### config.mk
export PLATFORM = sky130hd
export DESIGN_NAME = multdiv_seq
export DESIGN_NICKNAME = d
export VERILOG_FILES = /design/src/rtl/multdiv_seq.sv
export SDC_FILE = /design/constraint.sdc
export NUM_CORES = 1
export LEC_CHECK = 0
export CORE_ASPECT_RATIO = 0.6
export CORE_MARGIN = 3
export CORE_UTILIZATION = 65
export DETAILED_ROUTE_END_ITERATION = 10
export HOLD_SLACK_MARGIN = 0.12
export PLACE_DENSITY = 0.87
export RECOVER_POWER = 100
export SYNTH_ARGS = -nofsm -noshare
export SYNTH_HDL_FRONTEND = slang
export SYNTH_SLANG_ARGS = --single-unit
### constraint.sdc
create_clock -name clock -period 9.3 [get_ports clock]
set_input_delay 1.86 -clock clock [delete_from_list [all_inputs] [get_ports clock]]
set_output_delay 1.86 -clock clock [all_outputs]
set_load 0.02 [all_outputs]
### src/rtl/multdiv_seq.sv
// Sequential signed multiplier / divider: one radix-2 step per cycle on operand magnitudes,
// with the sign and the overflow/divide-by-zero flag resolved when the last step completes.
module multdiv_seq #(
   parameter int unsigned WIDTH = 32,
   parameter int unsigned CNT_W = 6
) (
   input  logic             clock,
   input  logic             reset,
   input  logic [WIDTH-1:0] data_operandA,
   input  logic [WIDTH-1:0] data_operandB,
   input  logic             ctrl_MULT,
   input  logic             ctrl_DIV,
   output logic [WIDTH-1:0] data_result,
   output logic             data_exception,
   output logic             data_resultRDY,
   output logic             busy
);

   localparam int unsigned PW = 2 * WIDTH;
   localparam logic [PW-1:0] MIN_MAG = PW'(1) << (WIDTH - 1);

   typedef enum logic [1:0] {IDLE, MULT, DIV, DONE} state_t;

   state_t           state, state_nxt;
   logic [CNT_W-1:0] cnt;
   logic [WIDTH-1:0] hi, lo, a_mag, b_mag;
   logic             neg;

   logic             start_c, both_c, iter_c, last_c;
   logic [WIDTH:0]   mult_sum_c, div_shift_c;
   logic             div_ge_c;
   logic [WIDTH-1:0] div_rem_c, signed_res_c;
   logic [PW-1:0]    prod_mag_c;
   logic             mult_ovf_c, div_ovf_c;

   function automatic logic [WIDTH-1:0] mag(input logic [WIDTH-1:0] x);
      return x[WIDTH-1] ? -x : x;
   endfunction

   assign start_c = ctrl_MULT | ctrl_DIV;
   assign both_c  = ctrl_MULT & ctrl_DIV;
   assign iter_c  = (state == MULT) || (state == DIV);
   assign last_c  = iter_c && (cnt == CNT_W'(WIDTH));

   // Shift-add step: hi accumulates, lo holds the multiplier and collects product low bits
   assign mult_sum_c  = {1'b0, hi} + (lo[0] ? {1'b0, a_mag} : '0);

   // Restoring step: hi is the partial remainder, lo shifts the dividend out and quotient in
   assign div_shift_c = {hi, lo[WIDTH-1]};
   assign div_ge_c    = div_shift_c >= {1'b0, b_mag};
   assign div_rem_c   = div_ge_c ? WIDTH'(div_shift_c - {1'b0, b_mag}) : WIDTH'(div_shift_c);

   // Low half of a negated product depends only on the low half, so both ops share this
   assign signed_res_c = neg ? -lo : lo;
   assign prod_mag_c   = {hi, lo};
   assign mult_ovf_c   = neg ? (prod_mag_c > MIN_MAG) : (prod_mag_c >= MIN_MAG);
   assign div_ovf_c    = !neg && lo[WIDTH-1];

   always_ff @(posedge clock or negedge reset) begin
      if (!reset) state <= IDLE;
      else        state <= state_nxt;
   end

   always_comb begin
      state_nxt = state;
      if (both_c)         state_nxt = DONE;
      else if (ctrl_MULT) state_nxt = MULT;
      else if (ctrl_DIV)  state_nxt = DIV;
      else begin
         case (state)
            MULT, DIV: if (last_c) state_nxt = DONE;
            DONE:      state_nxt = IDLE;
            default:   state_nxt = state;
         endcase
      end
   end

   always_ff @(posedge clock or negedge reset) begin
      if (!reset) begin
         cnt            <= '0;
         hi             <= '0;
         lo             <= '0;
         a_mag          <= '0;
         b_mag          <= '0;
         neg            <= 1'b0;
         data_result    <= '0;
         data_exception <= 1'b0;
         data_resultRDY <= 1'b0;
         busy           <= 1'b0;
      end else begin
         data_resultRDY <= 1'b0;
         busy           <= (state_nxt == MULT) || (state_nxt == DIV);
         if (start_c) begin
            a_mag <= mag(data_operandA);
            b_mag <= mag(data_operandB);
            neg   <= data_operandA[WIDTH-1] ^ data_operandB[WIDTH-1];
            cnt   <= '0;
            hi    <= '0;
            lo    <= ctrl_MULT ? mag(data_operandB) : mag(data_operandA);
            if (both_c) begin
               data_result    <= '0;
               data_exception <= 1'b1;
               data_resultRDY <= 1'b1;
            end
         end else if (last_c) begin
            data_resultRDY <= 1'b1;
            if (state == MULT) begin
               data_result    <= signed_res_c;
               data_exception <= mult_ovf_c;
            end else if (b_mag == '0) begin
               data_result    <= '0;
               data_exception <= 1'b1;
            end else begin
               data_result    <= signed_res_c;
               data_exception <= div_ovf_c;
            end
         end else if (iter_c) begin
            cnt <= cnt + CNT_W'(1);
            if (state == MULT) begin
               {hi, lo} <= {mult_sum_c, lo[WIDTH-1:1]};
            end else begin
               hi <= div_rem_c;
               lo <= {lo[WIDTH-2:0], div_ge_c};
            end
         end
      end
   end

endmodule

* After elaboration in Yosys (flattened, before gate mapping)
Index checks and enable logic that the tools add are counted.
Storage, ports and cells: flip-flop bits (word level) 172, output and inout port bits 35, logic and storage cells 78
Cells by class: add/subtract/negate cells 6, magnitude comparators 3, equal/unequal tests 8, bitwise gates (word level) 3, muxes and demuxes 36, reduce and logical (&&, ||, !) cells 11
Operators by type and width (count):
- 32-bit 2-to-1 mux | 19
- 32-bit negation | 3
- 64-bit by 32-bit greater-or-equal comparator with 1-bit output, second input constant | 1
- 64-bit by 32-bit > comparator with 1-bit output, second input constant | 1
- 32-bit by 32-bit adder with 33-bit output | 1
- 33-bit by 32-bit greater-or-equal comparator with 1-bit output | 1
- 32-bit logical NOT | 1
- 32-bit subtractor | 1
- 6-bit 2-to-1 mux | 3
- 1-bit 2-to-1 mux | 9
- 2-bit 2-to-1 mux | 4
- 6-bit by 1-bit adder with 6-bit output, second input constant | 1
- 2-bit == test, second input constant | 3
- 6-bit == test, second input constant | 1
- 2-bit by 1-bit == test with 1-bit output, second input constant | 2
- 2-bit one-hot mux with 2 select lines | 1
- 2-bit AND reduction | 2
- 2-bit nonzero test | 2
- 1-bit logical AND | 2
- 1-bit logical OR | 2
- 2-bit by 1-bit inequality test with 1-bit output, second input constant | 1
- 2-bit inequality test, second input constant | 1
- 2-bit OR reduction | 1
- 1-bit bitwise AND | 1
- other kinds (3) | 3

* Longest topological paths before layout
Gate-level depths: netlist of run 1.
depth in word-level cells 10, gate-level depth with buffers 14, gate-level depth less buffers 13

* Worst setup path after synthesis of run 1
Ideal clock, no wire load.
kind input to register, start point input port data_operandB[6], end point register lo[24], buffers on the path 0, data arrival time 4.044 ns, library setup time 0.126 ns, stages 9, data required time 9.174 ns, setup slack 5.130 ns, cell sequence or4_4 -> or3_4 -> or4_4 -> nor3_4 -> nand2_2 -> o21ai_2 -> xor2_1 -> nor2_1 -> a221o_1
Between the ends: word-level cells in the longest chain between the ends 4
Ends and longest elaborated chain:
- start: declaration | line 10 | input logic [WIDTH-1:0] data_operandB,
- 32-bit negation | line 37 | return x[WIDTH-1] ? -x : x;
- 32-bit 2-to-1 mux | line 37
- 32-bit 2-to-1 mux | line 99 | lo <= ctrl_MULT ? mag(data_operandB) : mag(data_operandA);
- 32-bit 2-to-1 mux | line 93 | if (start_c) begin
- end signal: assignment | line 99
- end signal: assignment | line 120 | {hi, lo} <= {mult_sum_c, lo[WIDTH-1:1]};
- end signal: assignment | line 123 | lo <= {lo[WIDTH-2:0], div_ge_c};
- end: declaration | line 26 | logic [WIDTH-1:0] hi, lo, a_mag, b_mag;
No other way between the ends. A chain may end at the register's enable or synchronous reset.

* Final worst setup path of run 1
start point input port ctrl_MULT, end point register data_exception
Between the ends: word-level cells in the longest chain between the ends 3
Ends and longest elaborated chain:
- start: declaration | line 11 | input logic ctrl_MULT,
- 1-bit bitwise OR / 1-bit bitwise AND (equally long branches) | line 40, 41
- 2-bit by 1-bit inequality test with 1-bit output (no line) / 2-bit nonzero test (equally long branches)
- 2-bit AND reduction (no line)
- end signal: assignment | line 109 | data_exception <= mult_ovf_c;
- end signal: assignment | line 115 | data_exception <= div_ovf_c;
- end: declaration | line 14 | output logic data_exception,
Several ways; a longest one is shown, not always the timed one.

==> results of run 1 <==
-- cell type report --
class                   count  area (sq um)
well taps                 266           333
repair buffers            115          1090
multi-input cells        1323          8490
clock inverters            12           136
inverters                  63           236
fillers                  1484          4570
clock buffers              20           457
flip-flops and latches    172          4300
-- synthesized netlist by cell type, types with 14 or more instances --
library cell,n
nor2b_1,27
inv_1,62
xor2_1,89
nor4_1,22
nor3_1,23
and2_1,35
or3_1,14
o31ai_1,26
nand2b_1,15
nor2_1,143
a21o_1,28
nand4_1,25
o211ai_1,24
a21oi_1,159
o21ai_0,139
clkbuf_1,89
ha_1,71
dfrtp_1,172
a211oi_1,51
xnor2_1,52
nand3_1,30
nand2_1,173
-- sequential cells by signal, summed over array words and instances, names as in the netlist --
signal	cells
a_mag	32
busy	1
lo	32
neg	1
data_exception	1
data_result	32
hi	32
state	2
b_mag	32
cnt	6
data_resultRDY	1
-- stage by stage --
stage / hold WS [ns] / instance area, sq um
global placement: 0.461 / 14500
CTS: 0.484 / 15100
finish: 0.476 / 15000
detailed placement: 0.470 / 14500
global route: 0.496 / 15000
floorplan: 0.441 / 13400
-- kinds of logic after synthesis --
| family | count (synthesis) |
|---|---|
| mux | 19 |
| compound gates | 541 |
| fa+ha+maj | 73 |
| simple gates | 549 |
| flops | 172 |
| xor+xnor | 141 |
| buf+inv | 167 |
-- metal layers --
metal	wire, um	share of wire	up-vias
li1	-	-	6061
met1	18200	0.42	6397
met2	18600	0.43	828
met3	5210	0.12	101
met4	1010	0.023	2
met5	7	0.00016	-
-- final timing paths --
path                                      start               to  slack (ns)  cells after the start
min in group asynchronous                 reset           hi[27]        1.52                      1
worst max-delay path                  ctrl_MULT   data_exception        2.45                      9
max in group asynchronous                 reset   data_result[3]        3.26                      2
worst min register to register  data_result[23]  data_result[23]        0.48                      2
worst min-delay path            data_result[23]  data_result[23]        0.48                      2
worst max register to register            lo[0]           hi[29]        5.05                     14
-- worst max-delay path: cells and delay by family --
family                 cells  cell delay (ns)
AOI/OAI and AO/OA          2             0.46
buffers and inverters      5             3.99
and+or+nand+nor            2             0.82
-- report_power, final --
group          switching [mW]  internal, mW  leakage [nW]
Sequential             0.0897         0.812          2.16
Combinational           0.378         0.243          4.08
Clock                   0.324         0.413         0.284
Total                   0.792          1.47          6.52
==> run metrics, run 1 <==
status=finished with violations; failing checks=capacitance limit, slew limit; setup TNS=0 ns; global route hottest layer=met2; setup bufs post-CTS=0; area share of the leading cell type in the synthesized netlist=0.321; Crit path arrival time=a little over 7 ns; largest cells by area after synthesis=dfrtp_1 32%, ha_1 6.6%, a21oi_1 5.9%; top_reg_cell synth=dfrtp_1; average wire per standard cell=approximately 22 um; met3 Usage GRT=0.107; Fin. Hold Viols=0; dpl ws=approximately 4.0 ns; HPWL Detailed=around 31,000 um; Iter 0 DRT Violations=~1,700; first-pass GRT wire length=a little under 70,000 um; minimum clock period=6.85 ns; Most common cell on crit path=clkbuf_1; Fmax achieved=0.146 GHz; ys async rst share=1.00; most frequent cells in the layout=173 x nand2_1, 172 x dfrtp_1, 158 x a21oi_1, 143 x nor2_1, 140 x o21ai_0; DRT Wirelength=around 43,000 um; Post-Synth Simple-Gate Area=0.197; placed insts=approximately 1,900; Die W=around 190 um; Tot Pwr=about 2.3 mW; vias in the first global route=roughly 13,000; layout cells sized above 1=0.0440; crit path max fanout=between 50 and 60; Cell variety after synth=roughly 80; # IOs=slightly above 100; class of the worst hold path=reg -> reg; clock slew at reported path FFs=~0.070 ns; n_diodes=0; Mapped Area=13,400 sq um; clock skew=about 0.013 ns; DRC viols=0; clk sinks=172; RePlAce Congestion=approximately 0.95; DRT antenna net count=0; First-pass DRT Iterations=6; startpoint types=input pin; CTS Buffer Depth=2; post-cts resize count=0; Synth Area in Adders=0.0693; synth warn=0; worst skew pair latency=between 0.4 and 0.5 ns; Synth Area in Compound Gates=0.258; die height=around 120 um; CTS root buf=clkbuf_16; Mapped Nets=1,803; Critical Path Sink Type=flop; Area Growth Syn to Fin=12.3%; worst vdd ir=135 uV; post-synthesis mux area share=0.0149; Post-synth EDFFs=0; Period Utilization, post-route=0.736; average vias per placed instance=between 6 and 7; setup ws final=2.45 ns; Synth Area in XOR/XNOR=0.0922; Worst Path Required=between 9 and 10 ns; non-filler instance count after layout=1,971; crit path kind=in -> reg; largest net degree at the start of global routing=98; max-cap viol count=5; RSZ-0062 raised after global routing=false; Final Util=0.767; cts hold-fix bufs=0; actual slew at the worst max-slew pin=roughly 4.2 ns; Num CTS Buffers=17; Rel. slew slack=-1.78; met2 Use GR=0.571; initial antenna violation count=2; GRT Resource Usage Total=0.387; Critical-path top delay cell=clkbuf_1; P per Cell Area=150 nW/um^2; die area=between 20,000 and 25,000 sq um; register area share after synthesis=0.321; port buffer count=102; row count=39; main combinational cell family by area after synthesis=compound AO/OA/AOI/OAI gates; synthesized area per cell=between 8 and 9 sq um; H-Tree Depth=4; commonest non-fill, non-tap cell in the layout=nand2_1; crit-path cells=buf_2 -> clkbuf_1 -> nor2_1 -> clkbuf_1 -> nand4_1 -> a21boi_0 -> clkbuf_1 -> inv_1 -> o32a_1; via count=~13,000; Slew Viols, Final=approximately 250; Setup Viol. Count Final=0; Crit path largest cell delay=around 1.6 ns; Final #Nets=1,833; LEAKAGE=roughly 6.5 nW; Synth area leader=dfrtp_1; flops & latches, synth=around 170; total core area=19,600 sq um; CTS tree=yes; Initial Util=0.683; met1 Usage GRT=0.557; grt ovf=0; Mapped Cells=between 1,500 and 2,000
No activity file was read; power rests on OpenSTA's default activity.
==> inputs of run 2 (changes only) <==
--- a/config.mk
+++ b/config.mk
@@ -7,10 +7,10 @@
 export LEC_CHECK = 0
 export CORE_ASPECT_RATIO = 0.6
 export CORE_MARGIN = 3
-export CORE_UTILIZATION = 65
+export CORE_UTILIZATION = 60
 export DETAILED_ROUTE_END_ITERATION = 10
 export HOLD_SLACK_MARGIN = 0.12
-export PLACE_DENSITY = 0.87
+export PLACE_DENSITY = 0.82
 export RECOVER_POWER = 100
 export SYNTH_ARGS = -nofsm -noshare
 export SYNTH_HDL_FRONTEND = slang
==> constraint.sdc (replaced) <==
create_clock -name clock -period 6.7 [get_ports clock]
set_input_delay 1.34 -clock clock [delete_from_list [all_inputs] [get_ports clock]]
set_output_delay 1.34 -clock clock [all_outputs]
set_load 0.02 [all_outputs]
==> run 2 against run 1 <==
  * The run still ends with capacitance limit, slew limit left
  * Largest cell class unchanged
  * Final cell count grew 0.71%
  * Register-to-register slack worse by 2.9 ns
  * Power is 40% higher
  * Sequential cell count did not move
  * Critical endpoint is now lo[26]
  * Clock skew shrank 0.0015 ns
  * Clock power rose by 44%
  * Core utilization is 6.3 points lower
  * Worst setup slack lost 1.1 ns
==> run metrics, run 2 (synthesis results as in run 1) <==
DRT Wirelength=42,700 um (was 43,000 um); clk sinks=172 (unchanged); clock slew at reported path FFs=0.06 ns (was 0.07 ns); via count=13,176 (was 13,389); die height=122 um (was 117 um); HPWL Detailed=31,600 um (was 31,400 um); Iter 0 DRT Violations=1,491 (was 1,722); worst vdd ir=203 uV (was 135 uV); crit-path cells=buf_2 -> clkbuf_1 -> or2_2 -> clkbuf_2 -> a21oi_4 -> buf_4 -> nor2_1 -> a221o_1 (was buf_2 -> clkbuf_1 -> nor2_1 -> clkbuf_1 -> nand4_1 -> a21boi_0 -> clkbuf_1 -> inv_1 -> o32a_1); CTS root buf=clkbuf_16 (unchanged); most frequent cells in the layout=173 x nand2_1, 172 x dfrtp_1, 158 x a21oi_1, 143 x nor2_1, 140 x o21ai_0 (unchanged); clock skew=0.0113 ns (was 0.0128 ns); Design Area, Final=15,100 sq um (was 15,000 sq um); Post-DP Area=14,500 sq um (about the same); DRC viols=0 (unchanged); Rel. slew slack=-1.63 (was -1.78); Die W=199 um (was 191 um); status=finished with violations (unchanged); # IOs=103 (unchanged); Fmax achieved=around 0.19 GHz; row count=41 (was 39); setup bufs post-CTS=0 (unchanged); worst skew pair latency=0.45 ns (about the same); first-pass GRT wire length=66,400 um (was 67,700 um); Crit path largest cell delay=1.53 ns (was 1.63 ns); die area=24,200 sq um (was 22,400 sq um); Setup Viol. Count Final=0 (unchanged); port buffer count=102 (unchanged); largest net degree at the start of global routing=88 (was 98); layout cells sized above 1=0.0457 (was 0.0440); LEAKAGE=6.54 nW (was 6.52 nW); GRT Resource Usage Total=0.352 (was 0.387); crit path kind=in -> reg (unchanged); Critical-path top delay cell=clkbuf_1 (unchanged); DRT antenna net count=0 (unchanged); Hold Slack=0.476 ns (about the same); n_diodes=0 (unchanged); total core area=21,400 sq um (was 19,600 sq um); average vias per placed instance=6.64 (was 6.79); Period Utilization, post-route=0.800; P per Cell Area=210 nW/um^2 (was 150 nW/um^2); actual slew at the worst max-slew pin=3.95 ns (was 4.17 ns); CTS Buffer Depth=2 (unchanged); Fin. Hold Viols=0 (unchanged); First-pass DRT Iterations=7 (was 6); Critical Path Sink Type=flop (unchanged); Num CTS Buffers=17 (unchanged); minimum clock period=~5.4 ns; Worst Path Required=7.08 ns (was 9.62 ns); critical path's top delay family=buffers and inverters (unchanged); RePlAce Congestion=0.942 (was 0.952); post-cts resize count=0 (unchanged); CP Buf/Inv Count=4 (was 5); initial antenna violation count=2 (unchanged); H-Tree Depth=4 (unchanged); Final #Nets=1,834 (was 1,833); setup ws final=1.34 ns (was 2.45 ns); Initial Util=0.625 (was 0.683); Area Growth Syn to Fin=12.6% (was 12.3%); Tot Pwr=3.17 mW (was 2.26 mW); commonest non-fill, non-tap cell in the layout=nand2_1 (unchanged); fillers=1,733 (was 1,484); crit path max fanout=87 (was 53); average wire per standard cell=21.5 um (was 21.8 um); grt ovf=0 (unchanged); RSZ-0062 raised after global routing=false (unchanged); Crit path arrival time=5.74 ns (was 7.17 ns); vias in the first global route=12,183 (was 12,515); max-cap viol count=4 (was 5); class of the worst hold path=reg -> reg (unchanged); dpl ws=2.05 ns (was 4.02 ns); setup TNS=0 ns (unchanged); startpoint types=input pin (unchanged); CTS tree=yes (unchanged); Slew Viols, Final=250 (was 254); failing checks=capacitance limit, slew limit (unchanged); cts hold-fix bufs=0 (unchanged)
[run 2: worst paths after layout]
check,start,endpoint,slack [ns],depth (start not counted)
min in group asynchronous,reset,a_mag[25],2.27,1
max in group asynchronous,reset,a_mag[7],1.83,2
worst min register to register,data_result[8],data_result[8],0.48,2
worst max-delay path,ctrl_MULT,lo[26],1.34,8
worst max register to register,lo[0],hi[29],2.19,14
worst min-delay path,data_result[8],data_result[8],0.48,2
[run 2: per-layer routing]
layer / up-vias / GRT usage / routed length (um)
met5: - / 0 / 0
met4: 0 / 0.109 / 1010
met3: 66 / 0.0978 / 5020
met2: 706 / 0.502 / 18000
met1: 6329 / 0.518 / 18700
li1: 6075 / - / -
[run 2: worst min-delay path, cell delays in order (launching register included)]
cell and delay [ns]:
dfrtp_1 0.33, nand2_1 0.05, o21ai_0 0.06
[run 2: area by class of cell]
type                       instances  area [sq um]  share of cell area
tap                              279           349              0.0231
timing repair buffer             116          1100              0.0727
clock inverter                    10           139             0.00920
multi-input combinational       1323          8490               0.563
clock buffer                      22           474              0.0314
inverter                          63           236              0.0157
sequential                       172          4300               0.285
[run 2: metrics by stage]
step	util	std cells
finish	0.704	1985
global route	0.704	1985
CTS	0.705	1985
detailed placement	0.676	1953
global placement	0.676	1953
floorplan	-	1662
[run 2: power by group]
part	internal [mW]	switching [mW]	total (mW)
combinational	0.339	0.520	0.859
clock	0.616	0.443	1.06
sequential	1.13	0.126	1.25
total	2.08	1.09	3.17
